--- config.mk ---
export PLATFORM = sky130hd
export DESIGN_NAME = ttbl_eval_unit_flat
export DESIGN_NICKNAME = d
export VERILOG_FILES = /design/src/rtl/ttbl_eval_unit_if.sv /design/src/rtl/ttbl_eval_unit.sv /design/src/flat_wrapper.sv
export SDC_FILE = /design/constraint.sdc
export NUM_CORES = 1
export LEC_CHECK = 0
export ABC_AREA = 0
export CELL_PAD_IN_SITES_DETAIL_PLACEMENT = 1
export CELL_PAD_IN_SITES_GLOBAL_PLACEMENT = 1
export CORE_ASPECT_RATIO = 1.4
export CORE_UTILIZATION = 30
export CTS_BUF_LIST = sky130_fd_sc_hd__clkbuf_8
export CTS_CLUSTER_DIAMETER = 60
export DETAILED_ROUTE_END_ITERATION = 10
export PLACE_DENSITY = 0.62
export SLEW_MARGIN = 0
export SYNTH_ARGS = -nofsm -noshare
export SYNTH_HDL_FRONTEND = slang
export SYNTH_SLANG_ARGS = --single-unit
export TNS_END_PERCENT = 30
--- constraint.sdc ---
create_clock -name clk -period 4.5 [get_ports clk]
set_input_delay 0.675 -clock clk [delete_from_list [all_inputs] [get_ports clk]]
set_output_delay 0.675 -clock clk [all_outputs]
set_load 0.01 [all_outputs]
--- src/rtl/ttbl_eval_unit_if.sv ---
// Handshake, configuration and status bundle for the truth-table evaluator.
// The master side drives vectors and table writes; the slave side is the evaluator.
interface ttbl_eval_unit_if #(
    parameter int N_IN  = 2,
    parameter int N_OUT = 8
);
    localparam int ROW_W = 2 ** N_IN;
    localparam int SEL_W = (N_OUT > 1) ? $clog2(N_OUT) : 1;

    logic             cfg_we;
    logic [SEL_W-1:0] cfg_sel;
    logic [ROW_W-1:0] cfg_row;
    logic             cfg_err;
    logic             in_valid;
    logic             in_ready;
    logic [N_IN-1:0]  x;
    logic             out_valid;
    logic             out_ready;
    logic [N_OUT-1:0] f;
    logic [15:0]      eval_cnt;

    modport master (
        output cfg_we, cfg_sel, cfg_row, in_valid, x, out_ready,
        input  cfg_err, in_ready, out_valid, f, eval_cnt
    );

    modport slave (
        input  cfg_we, cfg_sel, cfg_row, in_valid, x, out_ready,
        output cfg_err, in_ready, out_valid, f, eval_cnt
    );
endinterface

--- src/rtl/ttbl_eval_unit.sv ---
// Runtime-writable truth-table evaluator: N_OUT functions of N_IN inputs,
// one vector per accepted handshake, all outputs registered behind a single output stage.
module ttbl_eval_unit #(
    parameter int N_IN  = 2,
    parameter int N_OUT = 8,
    parameter logic [N_OUT*(2**N_IN)-1:0] INIT = 32'h176AB5B2
) (
    input logic             clk,
    input logic             rst,
    ttbl_eval_unit_if.slave bus
);
    localparam int ROW_W = 2 ** N_IN;
    localparam int SEL_W = (N_OUT > 1) ? $clog2(N_OUT) : 1;
    localparam logic [SEL_W:0] N_OUT_L = N_OUT[SEL_W:0];

    typedef enum logic {EMPTY = 1'b0, FULL = 1'b1} state_t;

    state_t                       state_q;
    state_t                       state_d;
    logic [N_OUT-1:0][ROW_W-1:0]  tbl_q;
    logic [N_OUT-1:0]             f_p1;
    logic [15:0]                  cnt_q;
    logic                         err_q;
    logic                         ready_c;
    logic                         accept;
    logic                         sel_ok;

    // Bit k of the result is minterm x of function row k.
    function automatic logic [N_OUT-1:0] table_eval(
        input logic [N_OUT-1:0][ROW_W-1:0] t,
        input logic [N_IN-1:0]             v
    );
        logic [N_OUT-1:0] r;
        r = '0;
        for (int k = 0; k < N_OUT; k++) begin
            r[k] = t[k][v];
        end
        return r;
    endfunction

    always_comb begin
        state_d = state_q;
        ready_c = 1'b1;
        case (state_q)
            EMPTY: begin
                ready_c = 1'b1;
                if (bus.in_valid) state_d = FULL;
            end
            FULL: begin
                ready_c = bus.out_ready;
                if (bus.out_ready && !bus.in_valid) state_d = EMPTY;
            end
            default: state_d = EMPTY;
        endcase
    end

    assign accept = bus.in_valid && ready_c;
    assign sel_ok = ({1'b0, bus.cfg_sel} < N_OUT_L);

    // Stage p0 -> p1: lookup reads the table before any same-cycle write lands.
    always_ff @(posedge clk) begin
        if (rst) begin
            state_q <= EMPTY;
            tbl_q   <= INIT;
            f_p1    <= '0;
            cnt_q   <= '0;
            err_q   <= 1'b0;
        end else begin
            state_q <= state_d;
            if (accept) begin
                f_p1  <= table_eval(tbl_q, bus.x);
                cnt_q <= cnt_q + 16'd1;
            end
            if (bus.cfg_we) begin
                if (sel_ok) tbl_q[bus.cfg_sel] <= bus.cfg_row;
                else        err_q              <= 1'b1;
            end
        end
    end

    assign bus.in_ready  = ready_c;
    assign bus.out_valid = (state_q == FULL);
    assign bus.f         = f_p1;
    assign bus.eval_cnt  = cnt_q;
    assign bus.cfg_err   = err_q;
endmodule

--- src/flat_wrapper.sv ---
// flat-port wrapper written by rule: the top's interface ports become plain ports
module ttbl_eval_unit_flat 
#(
    parameter int N_IN  = 2,
    parameter int N_OUT = 8,
    parameter logic [N_OUT*(2**N_IN)-1:0] INIT = 32'h176AB5B2
)
  (clk, rst, bus_cfg_we, bus_cfg_sel, bus_cfg_row, bus_in_valid, bus_x, bus_out_ready, bus_cfg_err, bus_in_ready, bus_out_valid, bus_f, bus_eval_cnt);
  ttbl_eval_unit_if #(.N_IN(N_IN), .N_OUT(N_OUT)) bus_i ();
  input logic clk;
  input logic rst;
  input wire logic [$bits(bus_i.cfg_we)-1:0] bus_cfg_we;
  input wire logic [$bits(bus_i.cfg_sel)-1:0] bus_cfg_sel;
  input wire logic [$bits(bus_i.cfg_row)-1:0] bus_cfg_row;
  input wire logic [$bits(bus_i.in_valid)-1:0] bus_in_valid;
  input wire logic [$bits(bus_i.x)-1:0] bus_x;
  input wire logic [$bits(bus_i.out_ready)-1:0] bus_out_ready;
  output wire logic [$bits(bus_i.cfg_err)-1:0] bus_cfg_err;
  output wire logic [$bits(bus_i.in_ready)-1:0] bus_in_ready;
  output wire logic [$bits(bus_i.out_valid)-1:0] bus_out_valid;
  output wire logic [$bits(bus_i.f)-1:0] bus_f;
  output wire logic [$bits(bus_i.eval_cnt)-1:0] bus_eval_cnt;
  assign bus_i.cfg_we = bus_cfg_we;
  assign bus_i.cfg_sel = bus_cfg_sel;
  assign bus_i.cfg_row = bus_cfg_row;
  assign bus_i.in_valid = bus_in_valid;
  assign bus_i.x = bus_x;
  assign bus_i.out_ready = bus_out_ready;
  assign bus_cfg_err = bus_i.cfg_err;
  assign bus_in_ready = bus_i.in_ready;
  assign bus_out_valid = bus_i.out_valid;
  assign bus_f = bus_i.f;
  assign bus_eval_cnt = bus_i.eval_cnt;
  ttbl_eval_unit #(.N_IN(N_IN), .N_OUT(N_OUT), .INIT(INIT)) u_core (.clk(clk), .rst(rst), .bus(bus_i));
endmodule
==> results of run 1 <==
## Yosys cell counts, types with 5 or more instances
cell type	count	area (sq um)
dfxtp_1	57	1140
nor2_1	42	158
nand2_1	23	86.3
a21oi_1	22	110
a211o_1	17	149
nor2b_1	10	62.6
mux2i_1	8	80.1
mux4_2	8	180
nand4_1	8	50.1
clkbuf_1	7	26.3
inv_1	5	18.8
nand3_1	5	25.0
xnor2_1	5	43.8
## state kept, by name, indices dropped and copies added (netlist names)
| name | flops |
|---|---|
| u_core.bus.f | 8 |
| u_core.bus.out_valid | 1 |
| u_core.tbl_q | 32 |
| u_core.bus.eval_cnt | 16 |
## routing by layer
metal	global-route usage [%]	vias to the layer above	share of wire [%]
met4	9.52	0	2.8
li1	-	995	-
met5	0	-	0
met1	17.4	952	43
met3	3.49	12	3.1
met2	28.5	41	51
## critical path, cell delays in order
cell,delay (ns)
clkdlybuf4s50_1,0.39
nor2b_1,0.41
clkinv_1,0.34
clkdlybuf4s50_1,0.56
## power by group
group | leakage, uW | total [uW] | internal (uW) | switching (uW)
Clock | 0.000110 | 513 | 306 | 207
Combinational | 0.000500 | 99.5 | 48.1 | 51.4
Sequential | 0.000464 | 531 | 520 | 10.4
## layout make-up
| type | count | area share (%) |
|---|---|---|
| repair buffers | 39 | 12.3 |
| well taps | 100 | 4.00 |
| inverters | 6 | 0.721 |
| flip-flops and latches | 57 | 36.5 |
| multi-input cells | 186 | 39.7 |
| clock inverters | 7 | 2.76 |
| clock buffers | 9 | 3.96 |
## worst max path at each step
stage | from | end | cells after the start | slack (ns)
3_3_place_gp | bus_out_ready | bus_in_ready | 4 | 1.46
4_1_cts | bus_out_ready | bus_in_ready | 4 | 1.44
6_report | bus_out_ready | bus_in_ready | 4 | 1.45
2_1_floorplan | bus_cfg_we | u_core.tbl_q[10] | 5 | 2.69
5_1_grt | bus_out_ready | bus_in_ready | 4 | 1.31
3_5_place_dp | bus_out_ready | bus_in_ready | 4 | 1.44
## cells by family after synthesis
logic type / count (synthesis) / share of synthesized area, %
AOI/OAI and AO/OA: 45 / 12.0
xor gates and xnor gates: 8 / 2.84
adders and majority gates: 1 / 0.507
buffers and inverters: 20 / 3.60
DFF: 57 / 46.2
muxes: 17 / 11.0
other: 1 / 0.152
and+or+nand+nor: 114 / 23.8
## per-stage QoR
step	instances	power, uW
after floorplan	263	600
after CTS	404	1160
after global placement	388	642
after detailed placement	388	644
after global routing	404	1190
final	404	1140
==> out/results.ini, run 1 <==
[floorplanning]
dieArea_sq_um = 8600
die_h_microns = 109
row_count = 38
core-area_sq_um = 7850
die_x_microns = 78.7
start_util_pct = 31.5
ioPinCount = 41

[timing]
timing.final.ws_setup_ns = 1.45
fin_hold_ws_ns = 0.458
fmax_mhz = 328
min_period_over_period_pct = 67.9
min_period_ns = 3.05
drv_slew = 0
max_slew_margin_pct = 29.4
tns_ns = 0
setup_viol = 0
worst_pin_slew_ns = 1.06
fin_skew_ns = 0.00854
hold_viol_final = 0
rsz0062_at_grt = no

[hold_path]
hp-start = u_core.tbl_q[26]
min_to = u_core.tbl_q[26]
hold_path_class = register to register
hold_depth = 1

[synth]
ys_warn_count = 0
async_flop_share_pct = 0
ys_ff_latch = 57
synth_edf_count = 0
syn_inst = 263
synth_fp_nets = 278
synth_flop_cell = dfxtp_1
syn_area_sq_um = 2470
ys_types = 40
ys_seq_area_share_pct = 46.2
syn_avg_cell_area_sq_um = 9.39

[routing]
drt-total-wl_microns = 6150
first_iter_violations = 55
via_per_inst = 4.95
vias = 2000
wl_per_cell_microns = 15.2
ant_nets = 0
route.detailed.drc = 0
firstDrtPassIters = 4

[final_layout]
fin_nets = 314
utilization_pct = 39.8
multi_input_area_sq_um = 1240
layout-drive-gt1-share_pct = 10.9
fillers = 932
regArea_sq_um = 1140
final_area_sq_um = 3120
diodes = 0
layout_commonest_cell = dfxtp_1
final_cell_mix = dfxtp_1 (57), nor2_1 (42), clkdlybuf4s50_1 (38)
synthToLayoutAreaGrowth_pct = 26.5

[clocking]
cts_tree = yes
clk_latency_ns = 0.34
ctsResizeCount = 0
cts_setup_buffers = 0
cts.clk_slew.worst_paths_ns = 0.06
cts.path.max_buffers = 2
clock_sinks = 57
htree_levels = 3
cts_root_buf = clkbuf_8
cts_hold_buf = 0
numCtsBuffers = 9

[run_status]
status = completed

[worst_setup_path]
required_ns = 3.83
crit_type = primary input to output port
worstSetupStartpointType = primary input
r2r_slack_ns = 2.61
r2r-end = u_core.bus.eval_cnt[0]
end_kind = output port
r2r_cells = 5
cp_max_fo = 8
r2r-start = u_core.bus.out_valid
cp.arrival_ns = 2.38

[place]
place_ws_ns = 1.44
place_area_sq_um = 2910
dp_hpwl_microns = 4390
gp_congestion = 0.758
io_buffers = 39

[global_routing]
grt_pass1_wl_microns = 10200
grt_max_degree = 59
antenna_found_initial = 0
grt-ovfl-total = 0
track_usage_pct = 16.1
grt_pass1_vias = 2078

[pwr]
power_density_nw_per_um2 = 366
peakVddDrop_mv = 0.173
power.leakage_uw = 0.00107

[flow_run]
drv_cap = 0

(Power assumes the default switching activity.)
==> run 2, diff against run 1 <==
clock period = 3.1 ns   (was 4.5 ns; I/O delays follow)
==> out/results.ini, run 2 (synthesis gave the netlist of run 1 again) <==
[timing]
hold_viol_final = 0  ; unchanged
fin_skew_ns = 0.00638  ; -0.00217 ns
worst_pin_slew_ns = 0.839  ; -0.219 ns
min_period_ns = 2.16
rsz0062_at_grt = no
setup_viol = 0  ; unchanged
fmax_mhz = 463
tns_ns = 0  ; unchanged
drv_slew = 0  ; unchanged
max_slew_margin_pct = 44.0  ; +15 points
min_period_over_period_pct = 69.7

[worst_setup_path]
slowest_stage = clkdlybuf4s50_1
r2r_slack_ns = 1.33  ; -1.28 ns
cp_max_fo = 2  ; -6
crit_family = buffers and inverters
crit_buf_inv = 3  ; unchanged
crit_chain = clkdlybuf4s50_1 > nor2b_1 > clkinv_1 > clkdlybuf4s50_1
r2r-start = u_core.bus.eval_cnt[0]
end_kind = output port
r2r_cells = 5  ; unchanged
cp_common_cell = clkdlybuf4s50_1
worstSetupStartpointType = primary input
required_ns = 2.63  ; -1.20 ns
crit_type = primary input to output port
cp.arrival_ns = 1.70  ; -0.68 ns
worst-path-stages = 4  ; unchanged
r2r-end = u_core.bus.eval_cnt[12]
slowest_delay_ns = 0.50  ; -0.06 ns

[clocking]
cts.clk_slew.worst_paths_ns = 0.06  ; about the same
cts_setup_buffers = 0  ; unchanged
cts_root_buf = clkbuf_8
numCtsBuffers = 9  ; unchanged
ctsResizeCount = 0  ; unchanged
clk_latency_ns = 0.34  ; about the same
cts_hold_buf = 0  ; unchanged
htree_levels = 3  ; unchanged
cts_tree = yes
cts.path.max_buffers = 2  ; unchanged
clock_sinks = 57  ; unchanged

[final_layout]
fillers = 910  ; -2.4%
synthToLayoutAreaGrowth_pct = 26.5  ; unchanged
final_area_sq_um = 3120  ; unchanged
final_cell_mix = dfxtp_1 (57), nor2_1 (42), clkdlybuf4s50_1 (38)
diodes = 0  ; unchanged
largest_reg_flops = 32  ; unchanged
fin_nets = 318  ; +1.3%
largest_register = u_core.tbl_q
layout-drive-gt1-share_pct = 12.1  ; +1.2 points
layout_commonest_cell = dfxtp_1

[pwr]
total_power_uw = 1550  ; +36%
power.leakage_uw = 0.00108  ; +0.72%
peakVddDrop_mv = 0.208  ; +20%
power_density_nw_per_um2 = 496  ; +36%

[global_routing]
grt_max_degree = 45  ; -24%
grt_pass1_vias = 2000  ; -3.8%
grt_pass1_wl_microns = 10300  ; +1.2%
grt-ovfl-total = 0  ; unchanged
antenna_found_initial = 0  ; unchanged
track_usage_pct = 16.3  ; +0.20 points

[routing]
wl_met1_microns = 2740  ; +2.4%
route.met2.wl_microns = 3200  ; +2.7%
firstDrtPassIters = 4  ; unchanged
vias = 2041  ; +2.1%
wl_per_cell_microns = 15.6  ; +2.6%
route.met3.wl_microns = 266  ; +39%
first_iter_violations = 52  ; -5.5%
route.detailed.drc = 0  ; unchanged
ant_nets = 0  ; unchanged
via_per_inst = 5.01  ; +1.3%
highest_layer = met4
drt-total-wl_microns = 6360  ; +3.4%

[hold_path]
hold_depth = 2  ; +1
min_to = u_core.bus.f[1]
hold_path_class = register to register
hp-start = u_core.bus.f[1]

[place]
dp_hpwl_microns = 4580  ; +4.3%
gp_congestion = 0.751  ; -0.95%
place_area_sq_um = 2940  ; +1.0%
io_buffers = 39  ; unchanged

[floorplanning]
ioPinCount = 41  ; unchanged
start_util_pct = 31.5  ; unchanged
row_count = 38  ; unchanged
dieArea_sq_um = 8600  ; unchanged
die_x_microns = 78.7  ; unchanged
die_h_microns = 109  ; unchanged
core-area_sq_um = 7850  ; unchanged

[flow_run]
drv_cap = 0  ; unchanged

[run_status]
status = completed

## run 2: layout make-up
| type | instances | area (sq um) | area share [%] |
|---|---|---|---|
| clock buffer | 12 | 165 | 5.29 |
| clock inverter | 3 | 15.0 | 0.481 |
| inverter | 6 | 22.5 | 0.721 |
| multi-input combinational | 186 | 1240 | 39.7 |
| sequential | 57 | 1140 | 36.5 |
| tap | 100 | 125 | 4.00 |
| timing repair buffer | 43 | 415 | 13.3 |
## run 2: through the flow
step	instances	setup WS [ns]	util (%)	hold slack [ns]
4_1_cts	407	0.924	39.8	0.458
3_3_place_gp	392	0.841	37.5	0.441
6_report	407	0.939	39.8	0.458
2_1_floorplan	263	1.50	-	0.430
5_1_grt	407	0.824	39.8	0.479
3_5_place_dp	392	0.820	37.5	0.449
## run 2: worst max-delay path by stage
stage	start	endpoint
floorplan	bus_cfg_we	u_core.tbl_q[10]
global placement	bus_x[0]	u_core.bus.f[6]
detailed placement	bus_x[0]	u_core.bus.f[3]
CTS	bus_out_ready	bus_in_ready
global route	bus_out_ready	bus_in_ready
finish	bus_out_ready	bus_in_ready
## run 2: metal layers
layer | track usage (%) | vias to the layer above
li1 | - | 1006
met1 | 18.1 | 979
met2 | 28.0 | 43
met3 | 4.73 | 13
met4 | 8.60 | 0
met5 | 0 | -
## run 2: where the power goes
group          leakage (uW)  internal [uW]  switching, uW
Sequential         0.000464            755           15.2
Clock             0.0000980            346            285
Combinational      0.000520           72.0           76.8
## run 2: worst reg2reg max path: stages, from the launching register on
cell	delay (ns)
dfxtp_1	0.44
ha_1	0.21
nand2_1	0.14
or3_4	0.40
or3_1	0.36
a21oi_1	0.14
